===== config.mk =====
export PLATFORM = sky130hd
export DESIGN_NAME = mem_wb_stage_flat
export DESIGN_NICKNAME = d
export VERILOG_FILES = /design/src/rtl/mem_wb_stage_pkg.sv /design/src/rtl/mem_wb_stage_if.sv /design/src/rtl/mem_wb_stage_load_align.sv /design/src/rtl/mem_wb_stage.sv /design/src/flat_wrapper.sv
export SDC_FILE = /design/constraint.sdc
export NUM_CORES = 1
export LEC_CHECK = 0
export BUFFER_PORTS_ARGS = -buffer_cell sky130_fd_sc_hd__buf_4
export CAP_MARGIN = 10
export CORE_UTILIZATION = 55
export CTS_CLUSTER_DIAMETER = 200
export DETAILED_ROUTE_END_ITERATION = 12
export GPL_ROUTABILITY_DRIVEN = 1
export GPL_TIMING_DRIVEN = 1
export PLACE_DENSITY = 0.78
export SYNTH_ARGS = -nofsm -noshare
export SYNTH_HDL_FRONTEND = slang
export SYNTH_HIERARCHICAL = 1
export SYNTH_SLANG_ARGS = --single-unit

===== constraint.sdc =====
create_clock -name clk -period 4 [get_ports clk]
set_input_delay 0.2 -clock clk [delete_from_list [all_inputs] [get_ports clk]]
set_output_delay 0.2 -clock clk [all_outputs]
set_load 0.005 [all_outputs]

===== src/rtl/mem_wb_stage_pkg.sv =====
// Shared types, encodings and constants for the MEM/WB pipeline stage.
package mem_wb_stage_pkg;

  typedef logic [31:0] Reg_t;
  typedef logic [4:0]  RegAddr_t;

  typedef enum logic [2:0] {
    LOAD_LB   = 3'd0,
    LOAD_LBU  = 3'd1,
    LOAD_LH   = 3'd2,
    LOAD_LHU  = 3'd3,
    LOAD_LW   = 3'd4,
    LOAD_LWL  = 3'd5,
    LOAD_LWR  = 3'd6,
    LOAD_NONE = 3'd7
  } LoadOp_t;

  localparam Reg_t ZeroWord    = 32'h0000_0000;
  localparam logic RstEnable   = 1'b1;
  localparam logic WriteEnable = 1'b1;

  typedef struct packed {
    RegAddr_t   wd;
    logic       wreg;
    Reg_t       wdata;
    LoadOp_t    load_op;
    logic [1:0] addr_lo;
  } stage_t;

  localparam stage_t StageBubble = '{wd: 5'd0, wreg: 1'b0, wdata: ZeroWord,
                                     load_op: LOAD_NONE, addr_lo: 2'd0};

  function automatic Reg_t ext8(input logic [7:0] b, input logic sgn);
    return {{24{sgn & b[7]}}, b};
  endfunction

  function automatic Reg_t ext16(input logic [15:0] h, input logic sgn);
    return {{16{sgn & h[15]}}, h};
  endfunction

endpackage


===== src/rtl/mem_wb_stage_if.sv =====
// MEM-side inputs, RAM/pipeline control and regfile write port of the MEM/WB stage.
interface mem_wb_stage_if;
  import mem_wb_stage_pkg::*;

  RegAddr_t   mem_wd;
  logic       mem_wreg;
  Reg_t       mem_wdata;
  LoadOp_t    mem_load_op;
  logic [1:0] mem_addr_lo;
  Reg_t       ram_rdata;
  logic       stall_mem;
  logic       stall_wb;
  logic       flush;
  logic       wb_we;
  RegAddr_t   wb_waddr;
  Reg_t       wb_wdata;
  logic       wb_busy_load;

  modport master (
    output mem_wd, mem_wreg, mem_wdata, mem_load_op, mem_addr_lo,
    output ram_rdata, stall_mem, stall_wb, flush,
    input  wb_we, wb_waddr, wb_wdata, wb_busy_load
  );

  modport slave (
    input  mem_wd, mem_wreg, mem_wdata, mem_load_op, mem_addr_lo,
    input  ram_rdata, stall_mem, stall_wb, flush,
    output wb_we, wb_waddr, wb_wdata, wb_busy_load
  );
endinterface


===== src/rtl/mem_wb_stage_load_align.sv =====
// Big-endian load alignment: byte/half extraction, extension and LWL/LWR merge with rt.
module load_align
  import mem_wb_stage_pkg::*;
(
  input  LoadOp_t    op,
  input  logic [1:0] addr_lo,
  input  Reg_t       ram,
  input  Reg_t       rt,
  output Reg_t       data,
  output logic       ok
);

  logic [7:0]  byte_s;
  logic [15:0] half_s;

  // byte k of the word sits at ram[31-8k:24-8k]
  always_comb begin
    byte_s = ram[31:24];
    half_s = addr_lo[1] ? ram[15:0] : ram[31:16];
    case (addr_lo)
      2'd0:    byte_s = ram[31:24];
      2'd1:    byte_s = ram[23:16];
      2'd2:    byte_s = ram[15:8];
      2'd3:    byte_s = ram[7:0];
      default: byte_s = ram[31:24];
    endcase
  end

  // result select; misaligned halfword loads suppress the write
  always_comb begin
    data = rt;
    ok   = 1'b1;
    case (op)
      LOAD_LB:  data = ext8(byte_s, 1'b1);
      LOAD_LBU: data = ext8(byte_s, 1'b0);
      LOAD_LH: begin
        data = ext16(half_s, 1'b1);
        ok   = ~addr_lo[0];
      end
      LOAD_LHU: begin
        data = ext16(half_s, 1'b0);
        ok   = ~addr_lo[0];
      end
      LOAD_LW:  data = ram;
      LOAD_LWL: begin
        case (addr_lo)
          2'd0:    data = ram;
          2'd1:    data = {ram[23:0], rt[7:0]};
          2'd2:    data = {ram[15:0], rt[15:0]};
          2'd3:    data = {ram[7:0],  rt[23:0]};
          default: data = ram;
        endcase
      end
      LOAD_LWR: begin
        case (addr_lo)
          2'd0:    data = {rt[31:8],  ram[31:24]};
          2'd1:    data = {rt[31:16], ram[31:16]};
          2'd2:    data = {rt[31:24], ram[31:8]};
          2'd3:    data = ram;
          default: data = ram;
        endcase
      end
      LOAD_NONE: data = rt;
      default:   data = rt;
    endcase
  end

endmodule


===== src/rtl/mem_wb_stage.sv =====
// MEM/WB pipeline register with load-data hold across WB stalls and regfile write generation.
module mem_wb_stage
  import mem_wb_stage_pkg::*;
(
  input logic           clk,
  input logic           rst,
  mem_wb_stage_if.slave bus
);

  stage_t stage_r;
  Reg_t   hold_reg;
  logic   hold_valid;
  Reg_t   align_ram_s;
  Reg_t   align_data_s;
  logic   align_ok_s;

  // stage register and RAM-data hold; hold_valid only survives while the stage holds
  always_ff @(posedge clk) begin
    if (rst == RstEnable) begin
      stage_r    <= StageBubble;
      hold_reg   <= ZeroWord;
      hold_valid <= 1'b0;
    end else if (bus.flush) begin
      stage_r    <= StageBubble;
      hold_valid <= 1'b0;
    end else if (bus.stall_mem && !bus.stall_wb) begin
      stage_r    <= StageBubble;
      hold_valid <= 1'b0;
    end else if (!bus.stall_mem) begin
      stage_r    <= '{wd: bus.mem_wd, wreg: bus.mem_wreg, wdata: bus.mem_wdata,
                      load_op: bus.mem_load_op, addr_lo: bus.mem_addr_lo};
      hold_valid <= 1'b0;
    end else if (!hold_valid) begin
      hold_reg   <= bus.ram_rdata;
      hold_valid <= 1'b1;
    end else begin
      hold_reg   <= hold_reg;
      hold_valid <= hold_valid;
    end
  end

  assign align_ram_s = hold_valid ? hold_reg : bus.ram_rdata;

  load_align u_align (
    .op      (stage_r.load_op),
    .addr_lo (stage_r.addr_lo),
    .ram     (align_ram_s),
    .rt      (stage_r.wdata),
    .data    (align_data_s),
    .ok      (align_ok_s)
  );

  assign bus.wb_we        = (stage_r.wreg == WriteEnable) && (stage_r.wd != 5'd0) && align_ok_s;
  assign bus.wb_waddr     = stage_r.wd;
  assign bus.wb_wdata     = align_data_s;
  assign bus.wb_busy_load = (stage_r.load_op != LOAD_NONE) && stage_r.wreg;

endmodule

===== src/flat_wrapper.sv =====
// flat-port wrapper written by rule: the top's interface ports become plain ports
module mem_wb_stage_flat import mem_wb_stage_pkg::*;
  (clk, rst, bus_mem_wd, bus_mem_wreg, bus_mem_wdata, bus_mem_load_op, bus_mem_addr_lo, bus_ram_rdata, bus_stall_mem, bus_stall_wb, bus_flush, bus_wb_we, bus_wb_waddr, bus_wb_wdata, bus_wb_busy_load);
  mem_wb_stage_if bus_i ();
  input logic clk;
  input logic rst;
  input wire logic [$bits(bus_i.mem_wd)-1:0] bus_mem_wd;
  input wire logic [$bits(bus_i.mem_wreg)-1:0] bus_mem_wreg;
  input wire logic [$bits(bus_i.mem_wdata)-1:0] bus_mem_wdata;
  input wire logic [$bits(bus_i.mem_load_op)-1:0] bus_mem_load_op;
  input wire logic [$bits(bus_i.mem_addr_lo)-1:0] bus_mem_addr_lo;
  input wire logic [$bits(bus_i.ram_rdata)-1:0] bus_ram_rdata;
  input wire logic [$bits(bus_i.stall_mem)-1:0] bus_stall_mem;
  input wire logic [$bits(bus_i.stall_wb)-1:0] bus_stall_wb;
  input wire logic [$bits(bus_i.flush)-1:0] bus_flush;
  output wire logic [$bits(bus_i.wb_we)-1:0] bus_wb_we;
  output wire logic [$bits(bus_i.wb_waddr)-1:0] bus_wb_waddr;
  output wire logic [$bits(bus_i.wb_wdata)-1:0] bus_wb_wdata;
  output wire logic [$bits(bus_i.wb_busy_load)-1:0] bus_wb_busy_load;
  assign bus_i.mem_wd = bus_mem_wd;
  assign bus_i.mem_wreg = bus_mem_wreg;
  assign bus_i.mem_wdata = bus_mem_wdata;
  assign bus_i.mem_load_op = bus_mem_load_op;
  assign bus_i.mem_addr_lo = bus_mem_addr_lo;
  assign bus_i.ram_rdata = bus_ram_rdata;
  assign bus_i.stall_mem = bus_stall_mem;
  assign bus_i.stall_wb = bus_stall_wb;
  assign bus_i.flush = bus_flush;
  assign bus_wb_we = bus_i.wb_we;
  assign bus_wb_waddr = bus_i.wb_waddr;
  assign bus_wb_wdata = bus_i.wb_wdata;
  assign bus_wb_busy_load = bus_i.wb_busy_load;
  mem_wb_stage u_core (.clk(clk), .rst(rst), .bus(bus_i));
endmodule

==> reports/metrics.csv <==
metric;value;unit
firstDrtPassIters;6;
irDropWorstVdd;0.181;mV
fillers;832;
syn_inst;603;
antennaDiodeCount;0;
portBuffers;118;
h-tree-depth;3;
synth_area_leader_cell;dfxtp_1;
wire_per_inst;20.6;µm
maxCapViolCount;0;
grt_pass1_wl;27.0;mm
fin_nets;761;
clockRootBuffer;clkbuf_8;
insertion_delay;360;ps
syn_to_final_growth;17.1;%
largest_reg_flops;38;
final.setup.tns;0;ps
vias;5140;
gp_congestion;0.967;
crit_arrival;3070;ps
p_leak;2.77;nW
netlist_area;0.00570;mm²
ys_seq_area_share;26.7;%
rows;36;
fin_crit_sh;81.6;%
hold_class;input pin to register;
cts_sinks;76;
cp.required;3800;ps
crit_family;buffers and inverters;
coreArea;0.00991;mm²
cts_resized;0;
slowest_stage;dfxtp_2;
path_common_cell;mux2i_1;
synth_nets;683;
power_frac_clock;35.8;%
cts.path.max_buffers;2;
crit_buf_inv;3;
place_hpwl;12.4;mm
cts.clk_slew.worst_paths;80;ps
fin_skew;7.72;ps
hold_viol_final;0;
cts_hold_buf;0;
p_comb_share;21.5;%
end_kind;primary output;
synth-edff-count;0;
wl;16.9;mm
netSwitchingFraction;29.0;%
antenna_found_initial;0;
total_power;1.89;mW
power_switching;0.548;mW
grt_max_degree;47;
grt_overflow;0;
start_util;57.5;%
yosysWarnings;6;
cts_buffers;9;
die_area;0.0108;mm²
p_seq_share;42.6;%
synth_adder_area_share;0;%
route.detailed.drc;0;
cts_tree;yes;
cts_setup_buffers;0;
final.min_clock_period;3270;ps
synth_flop_cell;dfxtp_1;
setup_viol;0;
ant_nets;0;
synth_area_leaders;dfxtp_1 27%, mux2i_1 18%, o32ai_2 8.6%, nor3_2 7.0%, inv_1 4.5%;
path_class;register to primary output;
postSynth.asyncResetShare;0;%
synth_xor_area_share;0.154;%
path_cells;buf_4, mux2i_1, inv_1, mux2i_1, mux2i_1, a222oi_1, nand2_1, buf_4;
layout-drive-gt1-share;36.2;%
synth_cell_types;52;
avgSynthCellArea;9.45;µm²
ys_ff_latch;76;
dieWidth;104;µm
yosys.area_share.simple;15.8;%
worst_pin_slew;987;ps
maxSlewViolCount;0;
viasPerCell;6.28;
max_stage_delay;610;ps
timing.fmax;306;MHz
rrSetupSlack;2350;ps
grtUsageTotal;31.6;%
grt_pass1_vias;4970;
die_y;104;µm
start_kind;register;
p_int;1.34;mW
yosys-mux-area-fraction;25.0;%
rsz0062_at_grt;no;
status;finished clean;
relSlewSlack;34.1;%
yosysTopAreaCellShare;26.7;%
first_iter_violations;592;
synth_top_family_by_area;multiplexers;
synth-compound-area-share;20.8;%
power.density;283;mW/mm²
io_pins;119;
cp_max_fo;18;
==> kinds of logic (layout without fill, tap and decap cells) <==
logic type | count (synthesis) | count (layout)
buffers and inverters | 131 | 214
AOI/OAI and AO/OA | 126 | 126
muxes | 130 | 130
xor gates and xnor gates | 1 | 1
and+or+nand+nor | 139 | 139
DFF | 76 | 76
==> worst reg2reg max path, delay by kind of cell (launching register included) <==
family          cells  cell delay [ps]
flops               1              610
mux                 1              390
compound gates      1              110
buf+inv             1              400
==> per-layer routing <==
layer,global-route usage [%],up-vias,wire [µm]
met5,0,-,0
met4,11.8,0,349
met3,5.41,25,1590
met2,49.5,325,7830
met1,43.4,2426,7120
li1,-,2364,-
==> cells in the mapped netlist, drive strengths merged (2+ instances only) <==
| library cell | number |
|---|---|
| a22oi | 4 |
| mux4 | 8 |
| nor2 | 8 |
| nand4bb | 2 |
| and3b | 2 |
| nand4 | 3 |
| a221o | 6 |
| o2bb2ai | 2 |
| nand2b | 5 |
| and3 | 2 |
| mux2i | 104 |
| or3 | 2 |
| nand3b | 4 |
| a21oi | 25 |
| dfxtp | 76 |
| mux2 | 18 |
| a221oi | 3 |
| nand3 | 9 |
| o32ai | 32 |
| a32o | 2 |
| a222oi | 17 |
| nor3 | 43 |
| a21boi | 2 |
| clkbuf | 10 |
| o21ai | 15 |
| o211ai | 9 |
| buf | 51 |
| inv | 70 |
| nand2 | 45 |
| nor2b | 10 |
| and2 | 2 |
==> metrics by stage <==
| stage | hold slack (ps) | cells | setup slack, ps | util (%) | area (µm²) |
|---|---|---|---|---|---|
| 2_1_floorplan | 325 | 603 | 1880 | - | 5700 |
| 3_3_place_gp | 433 | 803 | 1390 | 65.1 | 6450 |
| 3_5_place_dp | 437 | 803 | 1340 | 65.1 | 6450 |
| 4_1_cts | 55.6 | 819 | 854 | 67.3 | 6670 |
| 5_1_grt | 67.7 | 819 | 628 | 67.3 | 6670 |
| 6_report | 62.6 | 819 | 735 | 67.3 | 6670 |
==> cell usage in the layout, fill, tap and decap left out, types with 10 or more instances in the layout <==
cell type,n
buf_4,128
mux2i_1,104
dfxtp_1,73
inv_1,68
nand2_1,45
nor3_2,40
o32ai_2,30
a21oi_1,25
mux2_2,18
a222oi_1,17
o21ai_0,12
clkbuf_8,10
==> worst paths after layout <==
kind | cells after the start | from | to
worst max-delay path | 8 | u_core/hold_valid | bus_wb_wdata[29]
worst min-delay path | 3 | bus_mem_load_op[0] | u_core/stage_r[2]
worst max register to register | 3 | u_core/hold_valid | u_core/hold_reg[1]
worst min register to register | 2 | u_core/hold_reg[31] | u_core/hold_reg[31]
==> area by class of cell <==
type / instances / area (µm²) / area share, %
well taps: 133 / 166 / 2.49
multi-input cells: 396 / 3530 / 52.9
flip-flops and latches: 76 / 1530 / 22.9
clock inverters: 5 / 85.1 / 1.28
repair buffers: 128 / 961 / 14.4
inverters: 70 / 263 / 3.94
clock buffers: 11 / 141 / 2.12
==> power by group through the flow <==
stage / combinational (mW) / clock, mW / sequential, mW
finish: 0.407 / 0.677 / 0.805
CTS: 0.400 / 0.686 / 0.804
global placement: 0.391 / 0 / 0.821
detailed placement: 0.399 / 0 / 0.822
floorplan: 0.269 / 0 / 0.808
global route: 0.434 / 0.711 / 0.808
(Power assumes the default switching activity.)
